**config.mk**
```make
export PLATFORM = sky130hd
export DESIGN_NAME = iob_axi_master_bridge_flat
export DESIGN_NICKNAME = d
export VERILOG_FILES = /design/src/rtl/iob_axi_master_bridge_if.sv /design/src/rtl/iob_axi_master_bridge.sv /design/src/flat_wrapper.sv
export SDC_FILE = /design/constraint.sdc
export NUM_CORES = 1
export LEC_CHECK = 0
export CORE_MARGIN = 5
export CORE_UTILIZATION = 30
export DETAILED_ROUTE_END_ITERATION = 16
export GPL_ROUTABILITY_DRIVEN = 0
export GPL_TIMING_DRIVEN = 0
export PLACE_DENSITY_LB_ADDON = 0.12
export SLEW_MARGIN = 5
export SYNTH_ARGS = -nofsm -noshare
export SYNTH_HDL_FRONTEND = slang
export SYNTH_SLANG_ARGS = --single-unit
export TNS_END_PERCENT = 20
```
**constraint.sdc**
```tcl
create_clock -name clk -period 2.37 [get_ports clk]
set_clock_uncertainty 0.2 [all_clocks]
set_input_delay 0.3555 -clock clk [delete_from_list [all_inputs] [get_ports clk]]
set_output_delay 0.3555 -clock clk [all_outputs]
set_load 0.02 [all_outputs]
```
**src/rtl/iob_axi_master_bridge_if.sv**
```systemverilog
// Bus bundles for the native-to-AXI bridge: the native single-word port and the
// AXI4 master port. Signal names inside each interface follow the bus names.
interface iob_if #(
    parameter int ADDR_W = 24,
    parameter int DATA_W = 32
);
    logic                  valid;
    logic [ADDR_W-1:0]     addr;
    logic [DATA_W-1:0]     wdata;
    logic [DATA_W/8-1:0]   wstrb;
    logic [DATA_W-1:0]     rdata;
    logic                  ready;
    logic                  error;

    modport master (output valid, addr, wdata, wstrb, input rdata, ready, error);
    modport slave  (input valid, addr, wdata, wstrb, output rdata, ready, error);
endinterface

interface axi4_if #(
    parameter int ADDR_W = 24,
    parameter int DATA_W = 32,
    parameter int ID_W   = 1
);
    logic [ID_W-1:0]     m_axi_awid;
    logic [ADDR_W-1:0]   m_axi_awaddr;
    logic [7:0]          m_axi_awlen;
    logic [2:0]          m_axi_awsize;
    logic [1:0]          m_axi_awburst;
    logic                m_axi_awlock;
    logic [3:0]          m_axi_awcache;
    logic [2:0]          m_axi_awprot;
    logic [3:0]          m_axi_awqos;
    logic                m_axi_awvalid;
    logic                m_axi_awready;
    logic [DATA_W-1:0]   m_axi_wdata;
    logic [DATA_W/8-1:0] m_axi_wstrb;
    logic                m_axi_wlast;
    logic                m_axi_wvalid;
    logic                m_axi_wready;
    logic [ID_W-1:0]     m_axi_bid;
    logic [1:0]          m_axi_bresp;
    logic                m_axi_bvalid;
    logic                m_axi_bready;
    logic [ID_W-1:0]     m_axi_arid;
    logic [ADDR_W-1:0]   m_axi_araddr;
    logic [7:0]          m_axi_arlen;
    logic [2:0]          m_axi_arsize;
    logic [1:0]          m_axi_arburst;
    logic                m_axi_arlock;
    logic [3:0]          m_axi_arcache;
    logic [2:0]          m_axi_arprot;
    logic [3:0]          m_axi_arqos;
    logic                m_axi_arvalid;
    logic                m_axi_arready;
    logic [ID_W-1:0]     m_axi_rid;
    logic [DATA_W-1:0]   m_axi_rdata;
    logic [1:0]          m_axi_rresp;
    logic                m_axi_rlast;
    logic                m_axi_rvalid;
    logic                m_axi_rready;

    modport master (
        output m_axi_awid, m_axi_awaddr, m_axi_awlen, m_axi_awsize, m_axi_awburst,
               m_axi_awlock, m_axi_awcache, m_axi_awprot, m_axi_awqos, m_axi_awvalid,
               m_axi_wdata, m_axi_wstrb, m_axi_wlast, m_axi_wvalid, m_axi_bready,
               m_axi_arid, m_axi_araddr, m_axi_arlen, m_axi_arsize, m_axi_arburst,
               m_axi_arlock, m_axi_arcache, m_axi_arprot, m_axi_arqos, m_axi_arvalid,
               m_axi_rready,
        input  m_axi_awready, m_axi_wready, m_axi_bid, m_axi_bresp, m_axi_bvalid,
               m_axi_arready, m_axi_rid, m_axi_rdata, m_axi_rresp, m_axi_rlast,
               m_axi_rvalid
    );
    modport slave (
        input  m_axi_awid, m_axi_awaddr, m_axi_awlen, m_axi_awsize, m_axi_awburst,
               m_axi_awlock, m_axi_awcache, m_axi_awprot, m_axi_awqos, m_axi_awvalid,
               m_axi_wdata, m_axi_wstrb, m_axi_wlast, m_axi_wvalid, m_axi_bready,
               m_axi_arid, m_axi_araddr, m_axi_arlen, m_axi_arsize, m_axi_arburst,
               m_axi_arlock, m_axi_arcache, m_axi_arprot, m_axi_arqos, m_axi_arvalid,
               m_axi_rready,
        output m_axi_awready, m_axi_wready, m_axi_bid, m_axi_bresp, m_axi_bvalid,
               m_axi_arready, m_axi_rid, m_axi_rdata, m_axi_rresp, m_axi_rlast,
               m_axi_rvalid
    );
endinterface

```
**src/rtl/iob_axi_master_bridge.sv**
```systemverilog
// Native single-word request -> one AXI4 single-beat read or write, one at a time.
// Every output is driven from a register or a constant.
module iob_axi_master_bridge #(
    parameter int              ADDR_W = 24,
    parameter int              DATA_W = 32,
    parameter int              ID_W   = 1,
    parameter logic [ID_W-1:0] AXI_ID = '0
) (
    input  logic   clk,
    input  logic   rst,
    iob_if.slave   iob,
    axi4_if.master axi
);
    typedef enum logic [2:0] {S_IDLE, S_WRITE, S_WRESP, S_RADDR, S_RDATA, S_DONE} state_e;

    state_e                state_q, state_d;
    logic [ADDR_W-1:0]     addr_q, addr_d;
    logic [DATA_W-1:0]     wdata_q, wdata_d;
    logic [DATA_W/8-1:0]   wstrb_q, wstrb_d;
    logic [DATA_W-1:0]     rdata_q, rdata_d;
    logic                  awvalid_q, awvalid_d;
    logic                  wvalid_q, wvalid_d;
    logic                  bready_q, bready_d;
    logic                  arvalid_q, arvalid_d;
    logic                  rready_q, rready_d;
    logic                  ready_q, ready_d;
    logic                  error_q, error_d;

    always_ff @(posedge clk) begin
        if (!rst) begin
            state_q   <= S_IDLE;
            addr_q    <= '0;
            wdata_q   <= '0;
            wstrb_q   <= '0;
            rdata_q   <= '0;
            awvalid_q <= 1'b0;
            wvalid_q  <= 1'b0;
            bready_q  <= 1'b0;
            arvalid_q <= 1'b0;
            rready_q  <= 1'b0;
            ready_q   <= 1'b0;
            error_q   <= 1'b0;
        end else begin
            state_q   <= state_d;
            addr_q    <= addr_d;
            wdata_q   <= wdata_d;
            wstrb_q   <= wstrb_d;
            rdata_q   <= rdata_d;
            awvalid_q <= awvalid_d;
            wvalid_q  <= wvalid_d;
            bready_q  <= bready_d;
            arvalid_q <= arvalid_d;
            rready_q  <= rready_d;
            ready_q   <= ready_d;
            error_q   <= error_d;
        end
    end

    always_comb begin
        state_d   = state_q;
        addr_d    = addr_q;
        wdata_d   = wdata_q;
        wstrb_d   = wstrb_q;
        rdata_d   = rdata_q;
        awvalid_d = awvalid_q;
        wvalid_d  = wvalid_q;
        bready_d  = bready_q;
        arvalid_d = arvalid_q;
        rready_d  = rready_q;
        ready_d   = ready_q;
        error_d   = error_q;
        case (state_q)
            S_IDLE: begin
                if (iob.valid) begin
                    addr_d  = {iob.addr[ADDR_W-1:2], 2'b00};
                    wdata_d = iob.wdata;
                    wstrb_d = iob.wstrb;
                    if (|iob.wstrb) begin
                        awvalid_d = 1'b1;
                        wvalid_d  = 1'b1;
                        state_d   = S_WRITE;
                    end else begin
                        arvalid_d = 1'b1;
                        state_d   = S_RADDR;
                    end
                end
            end
            S_WRITE: begin
                // AW and W retire independently; B is accepted once both are gone.
                if (axi.m_axi_awready) awvalid_d = 1'b0;
                if (axi.m_axi_wready)  wvalid_d  = 1'b0;
                if (!awvalid_d && !wvalid_d) begin
                    bready_d = 1'b1;
                    state_d  = S_WRESP;
                end
            end
            S_WRESP: begin
                if (axi.m_axi_bvalid) begin
                    bready_d = 1'b0;
                    error_d  = (axi.m_axi_bresp != 2'b00);
                    ready_d  = 1'b1;
                    state_d  = S_DONE;
                end
            end
            S_RADDR: begin
                if (axi.m_axi_arready) begin
                    arvalid_d = 1'b0;
                    rready_d  = 1'b1;
                    state_d   = S_RDATA;
                end
            end
            S_RDATA: begin
                if (axi.m_axi_rvalid) begin
                    rdata_d  = axi.m_axi_rdata;
                    error_d  = (axi.m_axi_rresp != 2'b00);
                    rready_d = 1'b0;
                    ready_d  = 1'b1;
                    state_d  = S_DONE;
                end
            end
            S_DONE: begin
                ready_d = 1'b0;
                error_d = 1'b0;
                state_d = S_IDLE;
            end
            default: state_d = S_IDLE;
        endcase
    end

    assign iob.rdata = rdata_q;
    assign iob.ready = ready_q;
    assign iob.error = error_q;

    assign axi.m_axi_awid    = AXI_ID;
    assign axi.m_axi_awaddr  = addr_q;
    assign axi.m_axi_awlen   = 8'd0;
    assign axi.m_axi_awsize  = 3'd2;
    assign axi.m_axi_awburst = 2'b01;
    assign axi.m_axi_awlock  = 1'b0;
    assign axi.m_axi_awcache = 4'b0011;
    assign axi.m_axi_awprot  = 3'd0;
    assign axi.m_axi_awqos   = 4'd0;
    assign axi.m_axi_awvalid = awvalid_q;
    assign axi.m_axi_wdata   = wdata_q;
    assign axi.m_axi_wstrb   = wstrb_q;
    assign axi.m_axi_wlast   = 1'b1;
    assign axi.m_axi_wvalid  = wvalid_q;
    assign axi.m_axi_bready  = bready_q;
    assign axi.m_axi_arid    = AXI_ID;
    assign axi.m_axi_araddr  = addr_q;
    assign axi.m_axi_arlen   = 8'd0;
    assign axi.m_axi_arsize  = 3'd2;
    assign axi.m_axi_arburst = 2'b01;
    assign axi.m_axi_arlock  = 1'b0;
    assign axi.m_axi_arcache = 4'b0011;
    assign axi.m_axi_arprot  = 3'd0;
    assign axi.m_axi_arqos   = 4'd0;
    assign axi.m_axi_arvalid = arvalid_q;
    assign axi.m_axi_rready  = rready_q;

    // IDs and rlast carry no information for single-beat, single-outstanding traffic.
    logic unused_ok;
    assign unused_ok = ^{axi.m_axi_bid, axi.m_axi_rid, axi.m_axi_rlast, iob.addr[1:0]};
endmodule

```
**src/flat_wrapper.sv**
```systemverilog
// flat-port wrapper written by rule: the top's interface ports become plain ports
module iob_axi_master_bridge_flat 
#(
    parameter int              ADDR_W = 24,
    parameter int              DATA_W = 32,
    parameter int              ID_W   = 1,
    parameter logic [ID_W-1:0] AXI_ID = '0
)
  (clk, rst, iob_valid, iob_addr, iob_wdata, iob_wstrb, iob_rdata, iob_ready, iob_error, axi_m_axi_awid, axi_m_axi_awaddr, axi_m_axi_awlen, axi_m_axi_awsize, axi_m_axi_awburst, axi_m_axi_awlock, axi_m_axi_awcache, axi_m_axi_awprot, axi_m_axi_awqos, axi_m_axi_awvalid, axi_m_axi_wdata, axi_m_axi_wstrb, axi_m_axi_wlast, axi_m_axi_wvalid, axi_m_axi_bready, axi_m_axi_arid, axi_m_axi_araddr, axi_m_axi_arlen, axi_m_axi_arsize, axi_m_axi_arburst, axi_m_axi_arlock, axi_m_axi_arcache, axi_m_axi_arprot, axi_m_axi_arqos, axi_m_axi_arvalid, axi_m_axi_rready, axi_m_axi_awready, axi_m_axi_wready, axi_m_axi_bid, axi_m_axi_bresp, axi_m_axi_bvalid, axi_m_axi_arready, axi_m_axi_rid, axi_m_axi_rdata, axi_m_axi_rresp, axi_m_axi_rlast, axi_m_axi_rvalid);
  iob_if #(.ADDR_W(ADDR_W), .DATA_W(DATA_W)) iob_i ();
  axi4_if #(.ADDR_W(ADDR_W), .DATA_W(DATA_W), .ID_W(ID_W)) axi_i ();
  input  logic clk;
  input  logic rst;
  input wire logic [$bits(iob_i.valid)-1:0] iob_valid;
  input wire logic [$bits(iob_i.addr)-1:0] iob_addr;
  input wire logic [$bits(iob_i.wdata)-1:0] iob_wdata;
  input wire logic [$bits(iob_i.wstrb)-1:0] iob_wstrb;
  output wire logic [$bits(iob_i.rdata)-1:0] iob_rdata;
  output wire logic [$bits(iob_i.ready)-1:0] iob_ready;
  output wire logic [$bits(iob_i.error)-1:0] iob_error;
  output wire logic [$bits(axi_i.m_axi_awid)-1:0] axi_m_axi_awid;
  output wire logic [$bits(axi_i.m_axi_awaddr)-1:0] axi_m_axi_awaddr;
  output wire logic [$bits(axi_i.m_axi_awlen)-1:0] axi_m_axi_awlen;
  output wire logic [$bits(axi_i.m_axi_awsize)-1:0] axi_m_axi_awsize;
  output wire logic [$bits(axi_i.m_axi_awburst)-1:0] axi_m_axi_awburst;
  output wire logic [$bits(axi_i.m_axi_awlock)-1:0] axi_m_axi_awlock;
  output wire logic [$bits(axi_i.m_axi_awcache)-1:0] axi_m_axi_awcache;
  output wire logic [$bits(axi_i.m_axi_awprot)-1:0] axi_m_axi_awprot;
  output wire logic [$bits(axi_i.m_axi_awqos)-1:0] axi_m_axi_awqos;
  output wire logic [$bits(axi_i.m_axi_awvalid)-1:0] axi_m_axi_awvalid;
  output wire logic [$bits(axi_i.m_axi_wdata)-1:0] axi_m_axi_wdata;
  output wire logic [$bits(axi_i.m_axi_wstrb)-1:0] axi_m_axi_wstrb;
  output wire logic [$bits(axi_i.m_axi_wlast)-1:0] axi_m_axi_wlast;
  output wire logic [$bits(axi_i.m_axi_wvalid)-1:0] axi_m_axi_wvalid;
  output wire logic [$bits(axi_i.m_axi_bready)-1:0] axi_m_axi_bready;
  output wire logic [$bits(axi_i.m_axi_arid)-1:0] axi_m_axi_arid;
  output wire logic [$bits(axi_i.m_axi_araddr)-1:0] axi_m_axi_araddr;
  output wire logic [$bits(axi_i.m_axi_arlen)-1:0] axi_m_axi_arlen;
  output wire logic [$bits(axi_i.m_axi_arsize)-1:0] axi_m_axi_arsize;
  output wire logic [$bits(axi_i.m_axi_arburst)-1:0] axi_m_axi_arburst;
  output wire logic [$bits(axi_i.m_axi_arlock)-1:0] axi_m_axi_arlock;
  output wire logic [$bits(axi_i.m_axi_arcache)-1:0] axi_m_axi_arcache;
  output wire logic [$bits(axi_i.m_axi_arprot)-1:0] axi_m_axi_arprot;
  output wire logic [$bits(axi_i.m_axi_arqos)-1:0] axi_m_axi_arqos;
  output wire logic [$bits(axi_i.m_axi_arvalid)-1:0] axi_m_axi_arvalid;
  output wire logic [$bits(axi_i.m_axi_rready)-1:0] axi_m_axi_rready;
  input wire logic [$bits(axi_i.m_axi_awready)-1:0] axi_m_axi_awready;
  input wire logic [$bits(axi_i.m_axi_wready)-1:0] axi_m_axi_wready;
  input wire logic [$bits(axi_i.m_axi_bid)-1:0] axi_m_axi_bid;
  input wire logic [$bits(axi_i.m_axi_bresp)-1:0] axi_m_axi_bresp;
  input wire logic [$bits(axi_i.m_axi_bvalid)-1:0] axi_m_axi_bvalid;
  input wire logic [$bits(axi_i.m_axi_arready)-1:0] axi_m_axi_arready;
  input wire logic [$bits(axi_i.m_axi_rid)-1:0] axi_m_axi_rid;
  input wire logic [$bits(axi_i.m_axi_rdata)-1:0] axi_m_axi_rdata;
  input wire logic [$bits(axi_i.m_axi_rresp)-1:0] axi_m_axi_rresp;
  input wire logic [$bits(axi_i.m_axi_rlast)-1:0] axi_m_axi_rlast;
  input wire logic [$bits(axi_i.m_axi_rvalid)-1:0] axi_m_axi_rvalid;
  assign iob_i.valid = iob_valid;
  assign iob_i.addr = iob_addr;
  assign iob_i.wdata = iob_wdata;
  assign iob_i.wstrb = iob_wstrb;
  assign iob_rdata = iob_i.rdata;
  assign iob_ready = iob_i.ready;
  assign iob_error = iob_i.error;
  assign axi_m_axi_awid = axi_i.m_axi_awid;
  assign axi_m_axi_awaddr = axi_i.m_axi_awaddr;
  assign axi_m_axi_awlen = axi_i.m_axi_awlen;
  assign axi_m_axi_awsize = axi_i.m_axi_awsize;
  assign axi_m_axi_awburst = axi_i.m_axi_awburst;
  assign axi_m_axi_awlock = axi_i.m_axi_awlock;
  assign axi_m_axi_awcache = axi_i.m_axi_awcache;
  assign axi_m_axi_awprot = axi_i.m_axi_awprot;
  assign axi_m_axi_awqos = axi_i.m_axi_awqos;
  assign axi_m_axi_awvalid = axi_i.m_axi_awvalid;
  assign axi_m_axi_wdata = axi_i.m_axi_wdata;
  assign axi_m_axi_wstrb = axi_i.m_axi_wstrb;
  assign axi_m_axi_wlast = axi_i.m_axi_wlast;
  assign axi_m_axi_wvalid = axi_i.m_axi_wvalid;
  assign axi_m_axi_bready = axi_i.m_axi_bready;
  assign axi_m_axi_arid = axi_i.m_axi_arid;
  assign axi_m_axi_araddr = axi_i.m_axi_araddr;
  assign axi_m_axi_arlen = axi_i.m_axi_arlen;
  assign axi_m_axi_arsize = axi_i.m_axi_arsize;
  assign axi_m_axi_arburst = axi_i.m_axi_arburst;
  assign axi_m_axi_arlock = axi_i.m_axi_arlock;
  assign axi_m_axi_arcache = axi_i.m_axi_arcache;
  assign axi_m_axi_arprot = axi_i.m_axi_arprot;
  assign axi_m_axi_arqos = axi_i.m_axi_arqos;
  assign axi_m_axi_arvalid = axi_i.m_axi_arvalid;
  assign axi_m_axi_rready = axi_i.m_axi_rready;
  assign axi_i.m_axi_awready = axi_m_axi_awready;
  assign axi_i.m_axi_wready = axi_m_axi_wready;
  assign axi_i.m_axi_bid = axi_m_axi_bid;
  assign axi_i.m_axi_bresp = axi_m_axi_bresp;
  assign axi_i.m_axi_bvalid = axi_m_axi_bvalid;
  assign axi_i.m_axi_arready = axi_m_axi_arready;
  assign axi_i.m_axi_rid = axi_m_axi_rid;
  assign axi_i.m_axi_rdata = axi_m_axi_rdata;
  assign axi_i.m_axi_rresp = axi_m_axi_rresp;
  assign axi_i.m_axi_rlast = axi_m_axi_rlast;
  assign axi_i.m_axi_rvalid = axi_m_axi_rvalid;
  iob_axi_master_bridge #(.ADDR_W(ADDR_W), .DATA_W(DATA_W), .ID_W(ID_W), .AXI_ID(AXI_ID)) u_core (.clk(clk), .rst(rst), .iob(iob_i), .axi(axi_i));
endmodule
```
* Word level (Yosys, flattened, before mapping)
Cells that the tools add are included.
Word-level totals: register bits after elaboration 100, output and inout bits 176, memory bits (writable) 0, memories kept 0, bits in read-only memories 0, logic and storage cells 75, bits of input ports 107, bits in latches 0
Cells by class: divide/modulo/power cells 0, bitwise gates (word level) 0, $lt $le $gt $ge 0, equality and inequality tests 12, multiplexer cells 31, $add $sub $neg 0, shift-type cells 0, $mul 0, reductions and logical operators 20
Operators by type and width (number):
- $mux 1 | 17
- $mux 3 | 5
- $pmux 3 s5 | 1
- $reduce_and 3->1 | 4
- $reduce_bool 2->1 | 6
- $ne 2x2->1 const B | 5
- $pmux 1 s2 | 5
- $eq 3x2->1 const B | 2
- $eq 3x3->1 const B | 2
- $pmux 1 s3 | 2
- $reduce_and 5->1 | 1
- $ne 2x1->1 const B | 2
- $reduce_and 2->1 | 2
- $reduce_and 4->1 | 1
- $reduce_or 4->1 | 1
- $eq 3x1->1 const B | 1
- $logic_not 3->1 | 1
- $reduce_bool 3->1 | 1
- $logic_not 1->1 | 2
- $mux 2 | 1
- $logic_and 1x1->1 | 1

* Logic depth before layout (Yosys ltp)
Gate-level depths: netlist of run 1.
word-level depth 6, gate-level depth with buffers 6, gate-level depth less buffers 3

* Worst setup path before layout of run 1
OpenSTA, ideal clock, no wires.
path kind register to register, from register u_core.state_q[0], to register u_core.addr_q[13] (netlist: u_core.axi.m_axi_araddr[13]), arrival time 1356 ps, data required time 2038 ps, cell stages (with the launch flop) 7, period minus slack after synthesis 1689 ps, buffers on the path 3, path slack 681 ps, setup time 132 ps, cell sequence dfxtp_1 -> or4b_1 -> clkbuf_1 -> buf_6 -> buf_6 -> nand2_1 -> a21oi_1
Between the ends: cells in the longest elaborated chain, start to end 2
Ends and longest elaborated chain:
- start: declaration | RTL line iob_axi_master_bridge.sv:16 | state_e state_q, state_d;
- start signal: assignment | RTL line iob_axi_master_bridge.sv:44 | state_q <= state_d;
- $logic_not 3->1 | RTL line iob_axi_master_bridge.sv:72 | case (state_q)
- $reduce_and 2->1 (no source line)
- end signal: assignment | RTL line iob_axi_master_bridge.sv:45 | addr_q <= addr_d;
- end: declaration | RTL line iob_axi_master_bridge.sv:17 | logic [ADDR_W-1:0] addr_q, addr_d;
No other way between the ends. A chain may end at the register's enable or synchronous reset.

* Worst setup path after layout of run 1
from input port iob_valid, to register u_core.addr_q[14] (netlist: u_core.axi.m_axi_araddr[14])
Between the ends: cells in the longest elaborated chain, start to end 1
Ends and longest elaborated chain:
- start: declaration | RTL line flat_wrapper.sv:14 | input wire logic [$bits(iob_i.valid)-1:0] iob_valid;
- $reduce_and 2->1 (no source line)
No other way between the ends.

==> out/metrics.cfg, run 1 <==
[drt]
ant_nets=0
routed_wl_mm=13.9
vias_per_cell=4.26
drt-initial-drc-count=150
vias=4289
drc=0
first_pass_iters=5
wl_per_cell_um=13.8

[setup_path]
cp-end-kind=flip-flop
critPathArrivalTime_ns=2.15
path_buf_inv=3
cp_cell_sequence=clkdlybuf4s50_1 -> nor4b_4 -> buf_2 -> buf_2 -> nand2_1 -> a21oi_1
cp_num_cells=6
cp_max_fo=10
r2r_cells=5
rrSetupSlack_ns=0.39
max_stage_delay_ns=0.55
criticalPathCategory=in2reg
cp_top_family=buffers and inverters
crit_top_cell=buf_2
cp.required_ns=2.44
reg2reg_from=u_core.state_q[0]$_SDFFE_PN0P_
r2r-end=u_core.axi.m_axi_araddr[14]$_SDFFE_PN0P_
cp-start-kind=input port
slowest_stage=clkdlybuf4s50_1

[logic_synthesis]
muxShareOfSynthArea_pct=0.474
synth-async-reset-ratio_pct=0
yosysMostFrequentCell=nand2_1
synth_top_family_by_area=simple AND/OR/NAND/NOR gates
synth_common_cells=185 x nand2_1, 100 x dfxtp_1, 93 x a21oi_1
synth.area.top_cells=dfxtp_1 47%, nand2_1 16%, buf_4 14%
synthFlopType=dfxtp_1
synth-seq-cells=100
synth_top_cell_area_share_pct=47.4
synthCells=536
yosys_warnings=0
synth_fa_ha_area_share_pct=0
synth_edf_count=0
synth_top_area_cell=dfxtp_1
ys_seq_area_share_pct=47.4
synth_area_um2=4220
avgSynthCellArea_um2=7.87
yosys.area_share.simple_pct=20.0
ys_types=37
synth_compound_area_share_pct=14.1
synthXorXnorAreaFrac_pct=0

[clock_network]
cts_buffer_depth=2
cts_setup_buffers=0
clk_pin_slew_ns=0.06
post_cts_resized=0
htree_levels=3
root_buffer=clkbuf_16
clkLatencyLatePin_ns=0.34
cts_tree=done
cts_sinks=100
cts_hold_buf=0
cts_buffers=9

[min_path]
worstHoldStart=u_core.axi.m_axi_wdata[3]$_SDFFE_PN0P_
whs_path_depth=2
hold_path_class=reg2reg
min_to=u_core.axi.m_axi_wdata[3]$_SDFFE_PN0P_

[global_routing]
grt_overflow=0
grt_pass1_wl_mm=20.8
grt_max_degree=16
grt_pass1_vias=4063
grt_usage_pct=15.9
antenna_found_initial=0

[finish]
num_antenna_cells=0
final_cells=1006
syn_to_final_growth_pct=69.2
drive_gt1_share_pct=12.7
nets=929

[sta]
whs_ns=0.254
worst_slew_pin_slew_ns=0.719
rsz0062_at_grt=false
slew_headroom_pct=51.6
min_period_ns=2.08
setup_ws_ns=0.288
finalSetupViolCount=0
finalHoldViolCount=0
tns_ns=0
period_share_pct=87.9
fmax_ghz=0.480
drv_slew=0

[status]
status=completed

[floorplanning]
coreArea_um2=13800
die-area_um2=16500
fp.dieW_um=129
row_count=43
die_y_um=129
start_util_pct=30.5
io_pins=283

[placed_design]
dp_cells=991
io_buffers=220
dp_slack_ns=-0.356
post-dp-hpwl_mm=11.0

[power_and_ir_drop]
power.leakage_nw=2.83
totalPowerFinal_w=0.00463
power_density_nw_per_um2=649
ir_drop_v=0.000407

[flow_run]
cap_violations=0

[layout make-up]
| type | count | area [µm²] |
|---|---|---|
| fillers | 1330 | 6690 |
| repair buffers | 220 | 2200 |
| flip-flops and latches | 100 | 2000 |
| multi-input cells | 376 | 1680 |
| plain buffers | 113 | 743 |
| clock buffers | 11 | 253 |
| well taps | 180 | 225 |
| clock inverters | 4 | 25.0 |
| inverters | 2 | 7.51 |
[sequential cells by signal, summed over array words and instances, names as in the netlist, 3 cells and up]
signal,flops
u_core.state_q,3
u_core.axi.m_axi_wstrb,4
u_core.axi.m_axi_araddr,22
u_core.iob.rdata,32
u_core.axi.m_axi_wdata,32
[worst register-to-register path: stages (launching register included)]
cell and delay (ns):
dfxtp_1 0.39, nor4b_4 0.52, buf_2 0.34, buf_2 0.27, nand2_1 0.09, a21oi_1 0.12
[worst max path at each step]
stage / end / startpoint / slack (ns)
3_3_place_gp: u_core.axi.m_axi_araddr[13]$_SDFFE_PN0P_ / iob_valid / -0.31
3_5_place_dp: u_core.axi.m_axi_araddr[21]$_SDFFE_PN0P_ / iob_valid / -0.36
6_report: u_core.axi.m_axi_araddr[14]$_SDFFE_PN0P_ / iob_valid / 0.29
2_1_floorplan: u_core.axi.m_axi_araddr[13]$_SDFFE_PN0P_ / u_core.state_q[0]$_SDFFE_PN0P_ / 0.68
5_1_grt: u_core.iob.rdata[2]$_SDFFE_PN0P_ / rst / 0.10
4_1_cts: u_core.axi.m_axi_araddr[21]$_SDFFE_PN0P_ / iob_valid / 0.02
[per-stage QoR]
stage | util (%) | area (µm²)
6_report | 51.6 | 7140
5_1_grt | 51.6 | 7140
4_1_cts | 51.6 | 7130
2_1_floorplan | - | 4430
3_5_place_dp | 49.6 | 6850
3_3_place_gp | 49.6 | 6850
[routing by layer]
layer	GRT usage (%)	share of wire [%]	routed length (µm)	vias to the layer above
met5	0	0	0	-
met1	17.9	39	5410	1907
met3	6.06	9.7	1340	27
met4	6.67	2.8	388	0
li1	-	-	-	2166
met2	27.1	49	6730	189
[cells in the final DEF, fill, tap and decap left out, types with 2 or more instances in the layout]
cell type        instances
nor3b_1                  2
clkdlybuf4s50_1        220
buf_4                   79
buf_6                    2
clkbuf_16                9
clkbuf_1                26
nand3_1                  2
buf_2                    6
o21ai_0                  3
clkinv_2                 2
clkbuf_8                 2
nand2b_1                 3
conb_1                  57
dfxtp_1                100
nor2_1                   5
nand3b_1                 2
o21a_1                   2
mux2i_1                  2
nand2_1                185
clkinvlp_4               2
a21boi_0                 2
a21oi_1                 93
[report_power, final]
| group | internal [W] | total (W) | switching [W] |
|---|---|---|---|
| clock network | 0.000760 | 0.00138 | 0.000622 |
| registers | 0.00181 | 0.00190 | 0.0000878 |
| logic | 0.000661 | 0.00135 | 0.000690 |
[cells by family after synthesis]
group	Yosys count
and+or+nand+nor	207
buffers and inverters	115
AOI/OAI and AO/OA	110
DFF	100
muxes	2
other	2
Power figures use the tool's default switching activity.
==> run 2: changes to the inputs <==
--- a/config.mk
+++ b/config.mk
@@ -8,6 +8,7 @@
 export CORE_MARGIN = 5
 export CORE_UTILIZATION = 30
 export DETAILED_ROUTE_END_ITERATION = 16
+export DONT_BUFFER_PORTS = 1
 export GPL_ROUTABILITY_DRIVEN = 0
 export GPL_TIMING_DRIVEN = 0
 export PLACE_DENSITY_LB_ADDON = 0.12
==> constraint.sdc (replaced) <==
create_clock -name clk -period 2.37 [get_ports clk]
set_clock_uncertainty 0.2 [all_clocks]
set_input_delay 0.474 -clock clk [delete_from_list [all_inputs] [get_ports clk]]
set_output_delay 0.474 -clock clk [all_outputs]
set_load 0.02 [all_outputs]
==> run 2 against run 1 <==
  * Cell count is 22% lower
  * Routed wire length decreased by 11%
  * Via count is 20% lower
  * Sequential power up 9%
  * Critical path depth down 1
  * Die area is the same
  * Sequential share of layout area rose by 12 points
  * Utilization shrank 16 points
  * Global-route usage down 1.9 points
  * Hold slack worse by 0.21 ns
  * Non-clock buffer count is 220 lower
  * Final area down 30%
==> out/metrics.cfg, run 2 (synthesis gave the netlist of run 1 again) <==
[sta]
period_share_pct=83.8
finalHoldViolCount=0
slew_headroom_pct=50.3
setup_ws_ns=0.385
rsz0062_at_grt=false
min_period_ns=1.99
tns_ns=0
finalSetupViolCount=0
drv_slew=0
fmax_ghz=0.504
worst_slew_pin_slew_ns=0.739

[drt]
routed_wl_mm=12.4
drc=0
first_pass_iters=4
dr_wl_met2_mm=5.87
wirelength_met1_mm=4.70
drt-initial-drc-count=103
vias=3450
wl_per_cell_um=15.7
wl_met3_mm=1.48
routed.top_layer=met4
ant_nets=0
vias_per_cell=4.38

[finish]
multi_input_area_um2=1680
ff_latch_area_um2=2000
nFillCells=1468
nets=709
num_antenna_cells=0
final_cells=787
mostFrequentLayoutCell=nand2_1
drive_gt1_share_pct=17.5
syn_to_final_growth_pct=18.1
layout_common_cells=185 x nand2_1, 100 x dfxtp_1, 93 x a21oi_1
final_cell_area_um2=4980

[clock_network]
cts_tree=done
root_buffer=clkbuf_16
clk_pin_slew_ns=0.07
cts_buffers=9
cts_setup_buffers=0
cts_hold_buf=0
cts_buffer_depth=2
cts_sinks=100
htree_levels=3
clkLatencyLatePin_ns=0.35

[power_and_ir_drop]
combPwrFrac_pct=16.2
power_density_nw_per_um2=873
ir_drop_v=0.000316
p_seq_share_pct=47.7
power.leakage_nw=2.04
p_clk_share_pct=36.1
totalPowerFinal_w=0.00435
p_sw_w=0.00134
internal-power_w=0.00301
swShare_pct=30.8

[setup_path]
cp.required_ns=2.44
criticalPathCategory=reg2reg
cp_max_fo=10
cp-start-kind=flip-flop
cp-end-kind=flip-flop
critPathArrivalTime_ns=2.06

[floorplanning]
die_y_um=129
fp.dieW_um=129
die-area_um2=16500
row_count=43
coreArea_um2=13800
io_pins=283
start_util_pct=30.5

[global_routing]
grt_pass1_wl_mm=17.8
grt_usage_pct=14.0
grt_overflow=0
grt_pass1_vias=3230
grt_max_degree=16
antenna_found_initial=0

[placed_design]
io_buffers=0
post-dp-hpwl_mm=9.69
place_area_um2=4650
dp_cells=771
dp_slack_ns=0.124

[min_path]
hold_path_class=in2reg

[status]
status=completed

[flow_run]
cap_violations=0

-- run 2: worst paths after layout --
check	from	to	slack [ns]	depth (start not counted)
worst max-delay path	u_core.state_q[0]$_SDFFE_PN0P_	u_core.axi.m_axi_araddr[13]$_SDFFE_PN0P_	0.38	5
worst min-delay path	rst	u_core.axi.m_axi_arvalid$_SDFFE_PN0P_	0.04	2
worst max register to register	u_core.state_q[0]$_SDFFE_PN0P_	u_core.axi.m_axi_araddr[13]$_SDFFE_PN0P_	0.38	5
worst min register to register	u_core.iob.rdata[5]$_SDFFE_PN0P_	u_core.iob.rdata[5]$_SDFFE_PN0P_	0.36	2
-- run 2: timing repair --
action	CTS	global route
resized for setup	0	1
hold endpoints to repair	0	0
setup endpoints to repair	0	3
-- run 2: critical path, stage by stage, from the launching register on --
cell and delay (ns):
dfxtp_1 0.38, nor4b_4 0.50, buf_2 0.33, buf_2 0.27, nand2_1 0.09, a21oi_1 0.13
-- run 2: cell type report --
type | count | area share, %
clock buffer | 13 | 5.62
tap | 180 | 4.52
multi-input combinational | 376 | 33.8
sequential | 100 | 40.2
buffer | 113 | 14.9
inverter | 2 | 0.151
clock inverter | 3 | 0.854
-- run 2: power by group through the flow --
stage | Combinational (W) | Sequential, W | Clock, W
floorplan | 0.000598 | 0.00207 | 0
global placement | 0.000704 | 0.00212 | 0
detailed placement | 0.000711 | 0.00212 | 0
CTS | 0.000712 | 0.00208 | 0.00164
global route | 0.000794 | 0.00210 | 0.00170
finish | 0.000706 | 0.00207 | 0.00157
-- run 2: layer usage --
layer	up-vias	global-route usage [%]
met5	-	0
met1	1530	15.9
met2	165	22.5
met3	23	6.81
li1	1732	-
met4	0	5.99
-- run 2: stage by stage --
step                      hold slack [ns]  util [%]
after floorplan                     0.333         -
after global placement              0.348      33.6
after detailed placement            0.352      33.6
after CTS                          0.0211      36.0
after global routing               0.0249      36.0
final                              0.0418      36.0
==> run 3: changes to the inputs <==
==> constraint.sdc (replaced) <==
create_clock -name clk -period 1.7 [get_ports clk]
set_clock_uncertainty 0.2 [all_clocks]
set_input_delay 0.34 -clock clk [delete_from_list [all_inputs] [get_ports clk]]
set_output_delay 0.34 -clock clk [all_outputs]
set_load 0.02 [all_outputs]
==> run 3 against run 2 <==
  * The flow now finishes with violations (setup timing)
  * Die area unchanged
  * Critical path depth unchanged
  * Hold slack worse by 0.0045 ns
  * Sequential power grew 40%
  * Via count rose by 11%
  * Maximum frequency grew 14%
  * Critical path type unchanged
  * Non-clock buffer count grew 96
  * Largest cell class unchanged
  * First-iteration DRC count grew 6.8%
  * Critical endpoint is now u_core.axi.m_axi_araddr[18]$_SDFFE_PN0P_
==> out/metrics.cfg, run 3 (synthesis gave the netlist of run 1 again) <==
[status]
status=finished, violations left
violations=setup timing

[finish]
multi_input_area_um2=1690
syn_to_final_growth_pct=42.0
drive_gt1_share_pct=18.3
nFillCells=1357
num_antenna_cells=0
nets=805
ff_latch_area_um2=2010
layout_common_cells=185 x nand2_1, 97 x dfxtp_1, 93 x a21oi_1, 93 x dlygate4sd3_1, 85 x buf_4
mostFrequentLayoutCell=nand2_1
fin_util_pct=43.4

[drt]
drt-initial-drc-count=110
vias=3841
vias_per_cell=4.35
drc=0
first_pass_iters=4
ant_nets=0
wl_per_cell_um=15.1
routed_wl_mm=13.3

[power_and_ir_drop]
power_density_nw_per_um2=1060
totalPowerFinal_w=0.00633
ir_drop_v=0.000441
power.leakage_nw=2.50

[clock_network]
cts_buffers=9
cts_sinks=100
htree_levels=3
clkLatencyLatePin_ns=0.35
clk_pin_slew_ns=0.07
root_buffer=clkbuf_16
cts_tree=done
cts_buffer_depth=2

[global_routing]
antenna_found_initial=0
grt_overflow=0
grt_usage_pct=15.1
grt_pass1_wl_mm=19.7
grt_max_degree=20
grt_pass1_vias=3701

[min_path]
whs_path_depth=2
hold_path_class=in2reg

[floorplanning]
die_y_um=129
row_count=43
start_util_pct=30.5
fp.dieW_um=129
coreArea_um2=13800
io_pins=283
die-area_um2=16500

[placed_design]
io_buffers=0
post-dp-hpwl_mm=9.69

[sta]
drv_slew=0
rsz0062_at_grt=true
finalSetupViolCount=13
slew_headroom_pct=49.9
fmax_ghz=0.575
setup_ws_ns=-0.0383
worst_slew_pin_slew_ns=0.745
min_period_ns=1.74
finalHoldViolCount=0
period_share_pct=102
whs_ns=0.0373

[setup_path]
cp_max_fo=10
criticalPathCategory=reg2reg
cp_top_family=simple AND/OR/NAND/NOR gates
critPathArrivalTime_ns=1.75
cp_cell_sequence=or4b_4 -> buf_8 -> buf_6 -> nand2_1 -> a21oi_1
r2r_cells=5
cp-start-kind=flip-flop
cp.required_ns=1.71
max_stage_delay_ns=0.60
cp_num_cells=5
slowest_stage=or4b_4
cp-end-kind=flip-flop
path_buf_inv=2

[flow_run]
cap_violations=0

[run 3: layer usage]
layer	track usage, %	share of wire, %
met3	6.19	10
met2	24.5	48
met4	6.55	2.6
met1	17.7	40
met5	0	0
[run 3: worst paths after layout]
kind	startpoint	end	slack (ns)
worst max-delay path	u_core.state_q[1]$_SDFFE_PN0P_	u_core.axi.m_axi_araddr[18]$_SDFFE_PN0P_	-0.04
worst min-delay path	axi_m_axi_arready	u_core.state_q[2]$_SDFFE_PN0P_	0.04
worst min register to register	u_core.iob.rdata[5]$_SDFFE_PN0P_	u_core.iob.rdata[5]$_SDFFE_PN0P_	0.36
worst max register to register	u_core.state_q[1]$_SDFFE_PN0P_	u_core.axi.m_axi_araddr[18]$_SDFFE_PN0P_	-0.04
[run 3: final cells by class]
type	instances	share of cell area (%)
clock buffers	13	4.68
clock inverters	3	0.710
repair buffers	98	16.2
plain buffers	111	13.0
flip-flops and latches	100	33.5
inverters	2	0.125
multi-input cells	376	28.1
well taps	180	3.76
[run 3: worst reg2reg max path: cells and delay by family (launching register included)]
kind / cells / cell delay [ns]
and+or+nand+nor: 2 / 0.68
DFF: 1 / 0.36
buffers and inverters: 2 / 0.32
AOI/OAI and AO/OA: 1 / 0.06
[run 3: repair_timing]
item,in CTS,in global routing
setup endpoints to repair,93,84
buffers inserted,1,4
pin swaps,2,2
hold buffers,93,0
hold endpoints to repair,97,0
gates resized for setup,18,22
[run 3: power breakdown]
group | leakage [nW] | switching [W] | internal (W)
combinational | 1.52 | 0.000666 | 0.000559
clock | 0.158 | 0.000903 | 0.00130
sequential | 0.817 | 0.000371 | 0.00253
total | 2.50 | 0.00194 | 0.00439
[run 3: metrics by stage]
| stage | cells | worst slack [ns] | TNS, ns | instance area, µm² |
|---|---|---|---|---|
| after global routing | 883 | -0.103 | -1.73 | 5990 |
| after global placement | 771 | -0.480 | -20.64 | 4650 |
| after CTS | 879 | -0.0562 | -1.48 | 5940 |
| after floorplan | 591 | 0.0115 | 0 | 4430 |
| final | 883 | -0.0383 | -0.414 | 5990 |
| after detailed placement | 771 | -0.539 | -22.02 | 4650 |
